## config.mk

```make
export PLATFORM = sky130hd
export DESIGN_NAME = fetch_stage
export DESIGN_NICKNAME = d
export VERILOG_FILES = /design/src/rtl/cpu_pkg.sv /design/src/rtl/if_id_reg.sv /design/src/rtl/fetch_stage.sv
export SDC_FILE = /design/constraint.sdc
export NUM_CORES = 1
export LEC_CHECK = 0
export ABC_AREA = 1
export CAP_MARGIN = 15
export CELL_PAD_IN_SITES_DETAIL_PLACEMENT = 1
export CELL_PAD_IN_SITES_GLOBAL_PLACEMENT = 1
export CORE_MARGIN = 2
export CORE_UTILIZATION = 30
export DETAILED_ROUTE_END_ITERATION = 10
export PLACE_DENSITY_LB_ADDON = 0.08
export SLEW_MARGIN = 10
export SYNTH_ARGS = -nofsm -noshare
export SYNTH_HDL_FRONTEND = slang
export SYNTH_HIERARCHICAL = 1
export SYNTH_SLANG_ARGS = --single-unit
```

## constraint.sdc

```tcl
create_clock -name clk -period 4.1 [get_ports clk]
set_input_delay 1.23 -clock clk [delete_from_list [all_inputs] [get_ports clk]]
set_output_delay 1.23 -clock clk [all_outputs]
set_load 0.01 [all_outputs]
```

## src/rtl/cpu_pkg.sv

```systemverilog
// Shared CPU definitions: opcodes, NOP encoding and fetch FSM states.
package cpu_pkg;

  localparam logic [3:0]  OPC_NOP   = 4'hE;
  localparam logic [3:0]  OPC_HALT  = 4'hF;
  localparam logic [15:0] NOP_INSTR = 16'hE000;

  typedef enum logic {
    FS_RUN    = 1'b0,
    FS_HALTED = 1'b1
  } fetch_state_e;

endpackage

```

## src/rtl/if_id_reg.sv

```systemverilog
// IF/ID pipeline register with reset, flush, load and hold.
module if_id_reg
  import cpu_pkg::*;
#(
  parameter int unsigned IW = 16,
  parameter int unsigned AW = 16
) (
  input  logic          clk,
  input  logic          rst,
  input  logic          load,
  input  logic          flush,
  input  logic [IW-1:0] instr_in,
  input  logic [AW-1:0] pc1_in,
  output logic [IW-1:0] instr,
  output logic [AW-1:0] pc1,
  output logic          valid
);

  localparam logic [IW-1:0] FLUSH_INSTR = {OPC_NOP, {(IW-4){1'b0}}};

  logic [IW-1:0] instr_q, instr_d;
  logic [AW-1:0] pc1_q, pc1_d;
  logic          valid_q, valid_d;

  // Next contents: flush beats load; neither means hold.
  always_comb begin
    instr_d = instr_q;
    pc1_d   = pc1_q;
    valid_d = valid_q;
    if (flush) begin
      instr_d = FLUSH_INSTR;
      pc1_d   = '0;
      valid_d = 1'b0;
    end else if (load) begin
      instr_d = instr_in;
      pc1_d   = pc1_in;
      valid_d = 1'b1;
    end
  end

  // Register update with synchronous reset to a bubble.
  always_ff @(posedge clk) begin
    if (rst) begin
      instr_q <= FLUSH_INSTR;
      pc1_q   <= '0;
      valid_q <= 1'b0;
    end else begin
      instr_q <= instr_d;
      pc1_q   <= pc1_d;
      valid_q <= valid_d;
    end
  end

  assign instr = instr_q;
  assign pc1   = pc1_q;
  assign valid = valid_q;

endmodule

```

## src/rtl/fetch_stage.sv

```systemverilog
// Instruction fetch: PC register, next-PC selection, HALT freeze FSM, IF/ID register.
module fetch_stage
  import cpu_pkg::*;
#(
  parameter int unsigned    IW       = 16,
  parameter int unsigned    AW       = 16,
  parameter logic [AW-1:0]  RESET_PC = '0
) (
  input  logic          clk,
  input  logic          rst,
  output logic [AW-1:0] imem_addr,
  input  logic [IW-1:0] imem_data,
  input  logic          stall,
  input  logic          redirect,
  input  logic [AW-1:0] redirect_pc,
  input  logic          halt_dec,
  output logic [IW-1:0] if_id_instr,
  output logic [AW-1:0] if_id_pc1,
  output logic          if_id_valid,
  output logic          halted
);

  fetch_state_e  state_q, state_d;
  logic [AW-1:0] pc_q, pc_d;
  logic          halted_q, halted_d;
  logic [AW-1:0] pc_plus1;
  logic          ifid_load;
  logic          ifid_flush;

  assign pc_plus1 = pc_q + AW'(1);

  // State and PC registers.
  always_ff @(posedge clk) begin
    if (rst) begin
      state_q  <= FS_RUN;
      pc_q     <= RESET_PC;
      halted_q <= 1'b0;
    end else begin
      state_q  <= state_d;
      pc_q     <= pc_d;
      halted_q <= halted_d;
    end
  end

  // Next state: a HALT in decode freezes fetch unless a redirect squashes it.
  always_comb begin
    state_d = state_q;
    unique case (state_q)
      FS_RUN:    if (halt_dec && !redirect) state_d = FS_HALTED;
      FS_HALTED: state_d = FS_HALTED;
      default:   state_d = FS_RUN;
    endcase
  end

  // Outputs: next PC and IF/ID control, priority redirect > halt > stall > fetch.
  always_comb begin
    pc_d       = pc_q;
    ifid_load  = 1'b0;
    ifid_flush = 1'b0;
    halted_d   = (state_d == FS_HALTED);
    if (state_q == FS_RUN) begin
      if (redirect) begin
        pc_d       = redirect_pc;
        ifid_flush = 1'b1;
      end else if (halt_dec) begin
        ifid_flush = 1'b1;
      end else if (!stall) begin
        pc_d      = pc_plus1;
        ifid_load = 1'b1;
      end
    end
  end

  if_id_reg #(
    .IW (IW),
    .AW (AW)
  ) u_if_id_reg (
    .clk      (clk),
    .rst      (rst),
    .load     (ifid_load),
    .flush    (ifid_flush),
    .instr_in (imem_data),
    .pc1_in   (pc_plus1),
    .instr    (if_id_instr),
    .pc1      (if_id_pc1),
    .valid    (if_id_valid)
  );

  assign imem_addr = pc_q;
  assign halted    = halted_q;

endmodule

```

* After elaboration in Yosys (flattened, before gate mapping)
Index checks and enable logic that the tools add are counted.
Widths: inputs -> output; s select.
** Word-level totals
- Bits in registers :: 50
- Input bits :: 37
- Output and inout bits :: 50
- Logic and storage cells :: 25
** Operators by class
- Add/subtract/negate cells :: 1
- Bitwise gates (word level) :: 1
- Reduce and logical (&&, ||, !) cells :: 4
- Mux-type cells :: 12
- Equality and inequality tests :: 2
** Operator list (number)
- $mux 16 :: 3
- $add 16x1->16 const B :: 1
- $mux 1 :: 8
- $reduce_and 3->1 :: 1
- $ne 2x1->1 const B :: 1
- $ne 2x2->1 const B :: 1
- $pmux 1 s2 :: 1
- $reduce_or 2->1 :: 1
- $logic_and 1x1->1 :: 1
- $logic_not 1->1 :: 1
- $not 1->1 :: 1

* Longest topological paths before layout
- Depth in word-level cells :: 4
- Mapped depth :: 11
- Mapped depth without buffers :: 11

* Hierarchy
The synthesis kept the hierarchy.
** By module, submodules not included
- if_id_reg :: area each 1358.8 um^2, cells an instance 200, times used 1, sequential area each 660.6 um^2
- fetch_stage :: area each 1131.1 um^2, cells an instance 168, times used 1, sequential area each 340.3 um^2

* Worst setup path after synthesis
OpenSTA, ideal clock, no wires.
- Kind :: input-to-reg
- Start :: input redirect
- End :: register u_if_id_reg.instr_q[10] (netlist: u_if_id_reg/instr[10])
- Path buffers :: 4
- Data required time :: 3.987 ns
- Cell stages on the path :: 8
- Setup slack :: 1.639 ns
- Library setup time :: 0.113 ns
- Data arrival time :: 2.348 ns
- Cell sequence :: buf_2 -> buf_1 -> nor4_1 -> buf_6 -> buf_4 -> nand2_1 -> nand2_1 -> nor2_1
** Between the ends
- Elaborated cells between the ends (all ways) :: 5
- Those cells by class :: mux: 4; reduce/logical: 1
** RTL lines
- start, declared :: RTL line fetch_stage.sv:14 : input logic redirect,
- $mux 1 :: RTL line fetch_stage.sv:62 : if (redirect) begin
- $mux 1 :: RTL line fetch_stage.sv:61 : if (state_q == FS_RUN) begin
- via ifid_load :: RTL line fetch_stage.sv:27 : logic ifid_load;
- end signal, assigned :: RTL line if_id_reg.sv:48 : instr_q <= instr_d;
- end, declared :: RTL line if_id_reg.sv:21 : logic [IW-1:0] instr_q, instr_d;
The timed path passes the listed nets, and every way through them passes these cells.
A chain may end at the register's enable or synchronous reset.

* Final worst setup path
- Start :: input redirect
- End :: register u_if_id_reg.instr_q[2] (netlist: u_if_id_reg/instr[2])
** Between the ends
- Longest elaborated chain between the ends :: 3
- Elaborated cells between the ends (all ways) :: 5
- Those cells by class :: mux: 4; reduce/logical: 1
** Ends and longest elaborated chain
- $mux 1 :: RTL line fetch_stage.sv:62
- $mux 1 :: RTL line fetch_stage.sv:61
- via ifid_flush :: RTL line fetch_stage.sv:28 : logic ifid_flush;
- $reduce_or 2->1 (no line)
The timed path passes the listed nets, and every way through them passes these cells.

==> flow_summary.yaml <==
global_routing:
  grt_antenna_before_repair: 0
  grt_pass1_vias: 2406
  track_usage_pct: 16.15
  grt_remaining_overflow: 0
  grt_max_degree: 40
  grt_pass1_wl_um: 11450
final_layout:
  num_antenna_cells: 0
  fin_util_pct: 42.98
  fillCellCount: 1040
  layout-area-overhead-vs-synth_pct: 40.40
  fin_cells: 554
  drive_above_1_share_pct: 7.572
  layout.nets: 486
setup_path:
  max_stage_delay_ns: 0.62
  required_ns: 4.35
  reg2reg_to: "u_if_id_reg/pc1[10]$_SDFFE_PP0P_"
  crit_start: "redirect"
  cpMaxStageDelayCell: "nor2_4"
  critPathCapture: "u_if_id_reg/instr[2]$_SDFFE_PP0P_"
  rr_startpoint: "imem_addr[0]$_SDFFE_PP0P_"
  worstRegToRegCells: 11
  r2r_slack_ns: 2.48
  worst-setup-path-type: "input pin to flip-flop"
  startpoint_type: "input pin"
  cpMostUsedCell: "nor2_1"
  arrival_ns: 2.99
  end_kind: "flip-flop"
  crit_path_cell_trace: "clkdlybuf4s50_1, buf_4, nor2_1, nor2_1, nor2_4, nand2_1, nor2_1"
  cp_max_fo: 33
timing:
  post-route-period-util_pct: 66.75
  tns_ns: 0
  finalMaxSlewViolations: 0
  slew_headroom_pct: 48.46
  tightest_slew_ns: 0.7713
  hold_viol: 0
  fin_hold_ws_ns: 0.4636
  finalCriticalPeriod_ns: 2.737
  max_freq_mhz: 365.4
  rsz0062_at_grt: "no"
  clock_skew_ns: 0.006264
  setup_viol: 0
logic_synthesis:
  synth_fp_nets: 406
  ys.flop_type: "dfxtp_1"
  netlist_instances: 368
  synth_top_area_share_pct: 40.20
  ys_ff_latch: 50
  async_flop_share_pct: 0
  yosysMostFrequentCell: "nand2_1"
  synthXorXnorAreaFrac_pct: 3.065
  synth_common_cells: "nand2_1 (102), nor2_1 (68), dfxtp_1 (50), inv_1 (38), a21oi_1 (27)"
  yosysTopAreaCell: "dfxtp_1"
  synth.area.top_cells: "dfxtp_1 (40%), nand2_1 (15%), nor2_1 (10%), inv_1 (5.7%), a21oi_1 (5.4%)"
  synth_edf_count: 0
  synth_cell_types: 30
  yosysWarnings: 6
  syn_area_mm2: 0.002490
  seq_area_frac_synth_pct: 40.20
  muxShareOfSynthArea_pct: 0
  synth_compound_area_share_pct: 11.16
  synth_top_family_by_area: "simple AND/OR/NAND/NOR gates"
  synthSimpleGateAreaFrac_pct: 33.92
  syn_area_per_cell_um2: 6.766
  yosys.area_share.adder_pct: 0.5025
cts:
  cts.htree.levels: 2
  clock_latency_ns: 0.31
  path_clk_slew_ns: 0.09
  post_cts_resized: 0
  cts_tree: "yes"
  postCtsHoldBufs: 0
  cts_made_buffers: 5
  cts_setup_buffers: 0
  clockBufferDepth: 2
  root_buffer: "clkbuf_8"
  cts.sinks: 50
power_and_ir_drop:
  total_power_mw: 1.104
  cellPowerDensity_mw_per_mm2: 315.9
  ir_drop_mv: 0.1156
  power_leakage_nw: 1.330
drt:
  wl_met2_um: 3073
  wl_met3_um: 404
  detail-route-antenna-nets: 0
  met1_length_um: 3236
  wl_per_cell_um: 12.28
  drt_iter0_markers: 69
  routed_wl_um: 6804
  top_layer_used: "met4"
  drc: 0
  vias: 2450
  first_pass_iters: 4
  via_per_inst: 4.422
place:
  dp_cells: 546
  dp_hpwl_um: 4895
  io_buffers: 86
  place_congestion: 0.7384
floorplanning:
  initial_core_util_pct: 30.61
  num_rows: 33
  die_h_um: 95.10
  dieArea_mm2: 0.009044
  chipWidth_um: 95.10
  core_mm2: 0.008134
  pin_count: 87
outcome:
  status: "completed"
run:
  maxCapViolCount: 0
worst_hold_path:
  hold_path_class: "flip-flop to flip-flop"
sequential cells by signal, summed over array words and instances, names as in the netlist:
| register | cells |
|---|---|
| halted | 1 |
| u_if_id_reg/valid | 1 |
| u_if_id_reg/instr | 16 |
| imem_addr | 16 |
| u_if_id_reg/pc1 | 16 |
final cells by class:
| cell class | count | area (um2) | share of cell area (%) |
|---|---|---|---|
| timing repair buffer | 89 | 883.3 | 25.27 |
| clock inverter | 3 | 40.04 | 1.145 |
| tap | 105 | 131.4 | 3.758 |
| multi-input combinational | 261 | 1217 | 34.82 |
| clock buffer | 5 | 68.82 | 1.969 |
| sequential | 50 | 1001 | 28.63 |
| inverter | 41 | 153.9 | 4.402 |
worst max-delay path, delay by kind of cell:
| family | cells | cell delay (ns) |
|---|---|---|
| simple gates | 5 | 1.09 |
| buf+inv | 2 | 0.65 |
stage by stage:
step	setup slack, ns	area (um2)
after floorplan	1.639	2490
after global placement	1.045	3387
after detailed placement	0.9860	3387
after CTS	1.323	3496
after global routing	1.188	3496
final	1.363	3496
routing by layer:
layer	up-vias	global-route usage [%]
li1	1284	-
met1	1098	20.89
met2	61	26.76
met3	7	3.557
met4	0	5.072
met5	-	0
power breakdown:
group	switching [mW]	internal, mW	total [mW]	leakage [nW]
clock	0.172	0.180	0.352	0.0579
combinational	0.106	0.109	0.215	0.864
sequential	0.0291	0.508	0.537	0.408
worst min-delay path by stage:
| stage | startpoint | endpoint | slack, ns | cells past startpoint |
|---|---|---|---|---|
| finish | u_if_id_reg/valid$_SDFFE_PP0P_ | u_if_id_reg/valid$_SDFFE_PP0P_ | 0.46 | 1 |
| global route | u_if_id_reg/instr[15]$_SDFFE_PP1P_ | u_if_id_reg/instr[15]$_SDFFE_PP1P_ | 0.49 | 2 |
| CTS | u_if_id_reg/instr[13]$_SDFFE_PP1P_ | u_if_id_reg/instr[13]$_SDFFE_PP1P_ | 0.47 | 2 |
| detailed placement | u_if_id_reg/instr[13]$_SDFFE_PP1P_ | u_if_id_reg/instr[13]$_SDFFE_PP1P_ | 0.44 | 2 |
| global placement | u_if_id_reg/instr[15]$_SDFFE_PP1P_ | u_if_id_reg/instr[15]$_SDFFE_PP1P_ | 0.44 | 2 |
| floorplan | u_if_id_reg/instr[13]$_SDFFE_PP1P_ | u_if_id_reg/instr[13]$_SDFFE_PP1P_ | 0.49 | 2 |
cell families (layout without fill, tap and decap cells):
| group | Yosys count | count (layout) |
|---|---|---|
| adder cells (fa/ha/maj) | 1 | 1 |
| AND/OR/NAND/NOR | 201 | 201 |
| AO/OA/AOI/OAI | 52 | 52 |
| XOR/XNOR | 7 | 7 |
| buffers and inverters | 57 | 138 |
| flip-flops | 50 | 50 |
layout by cell type (no fill, tap or decap), drive strengths merged:
cell	synthesis	routed
bufinv	0	1
nand3	11	11
ha	1	1
inv	41	41
dfxtp	50	50
nand4	3	3
and2	3	3
a31oi	1	1
nand2	107	107
nor4	1	1
clkinv	0	2
buf	15	3
a21oi	30	30
xnor2	4	4
nand3b	1	1
o21bai	1	1
clkbuf	1	5
clkdlybuf4s50	0	86
nor2	75	75
o21a	1	1
xor2	3	3
o21ai	19	19
No activity file was read; power rests on OpenSTA's default activity.
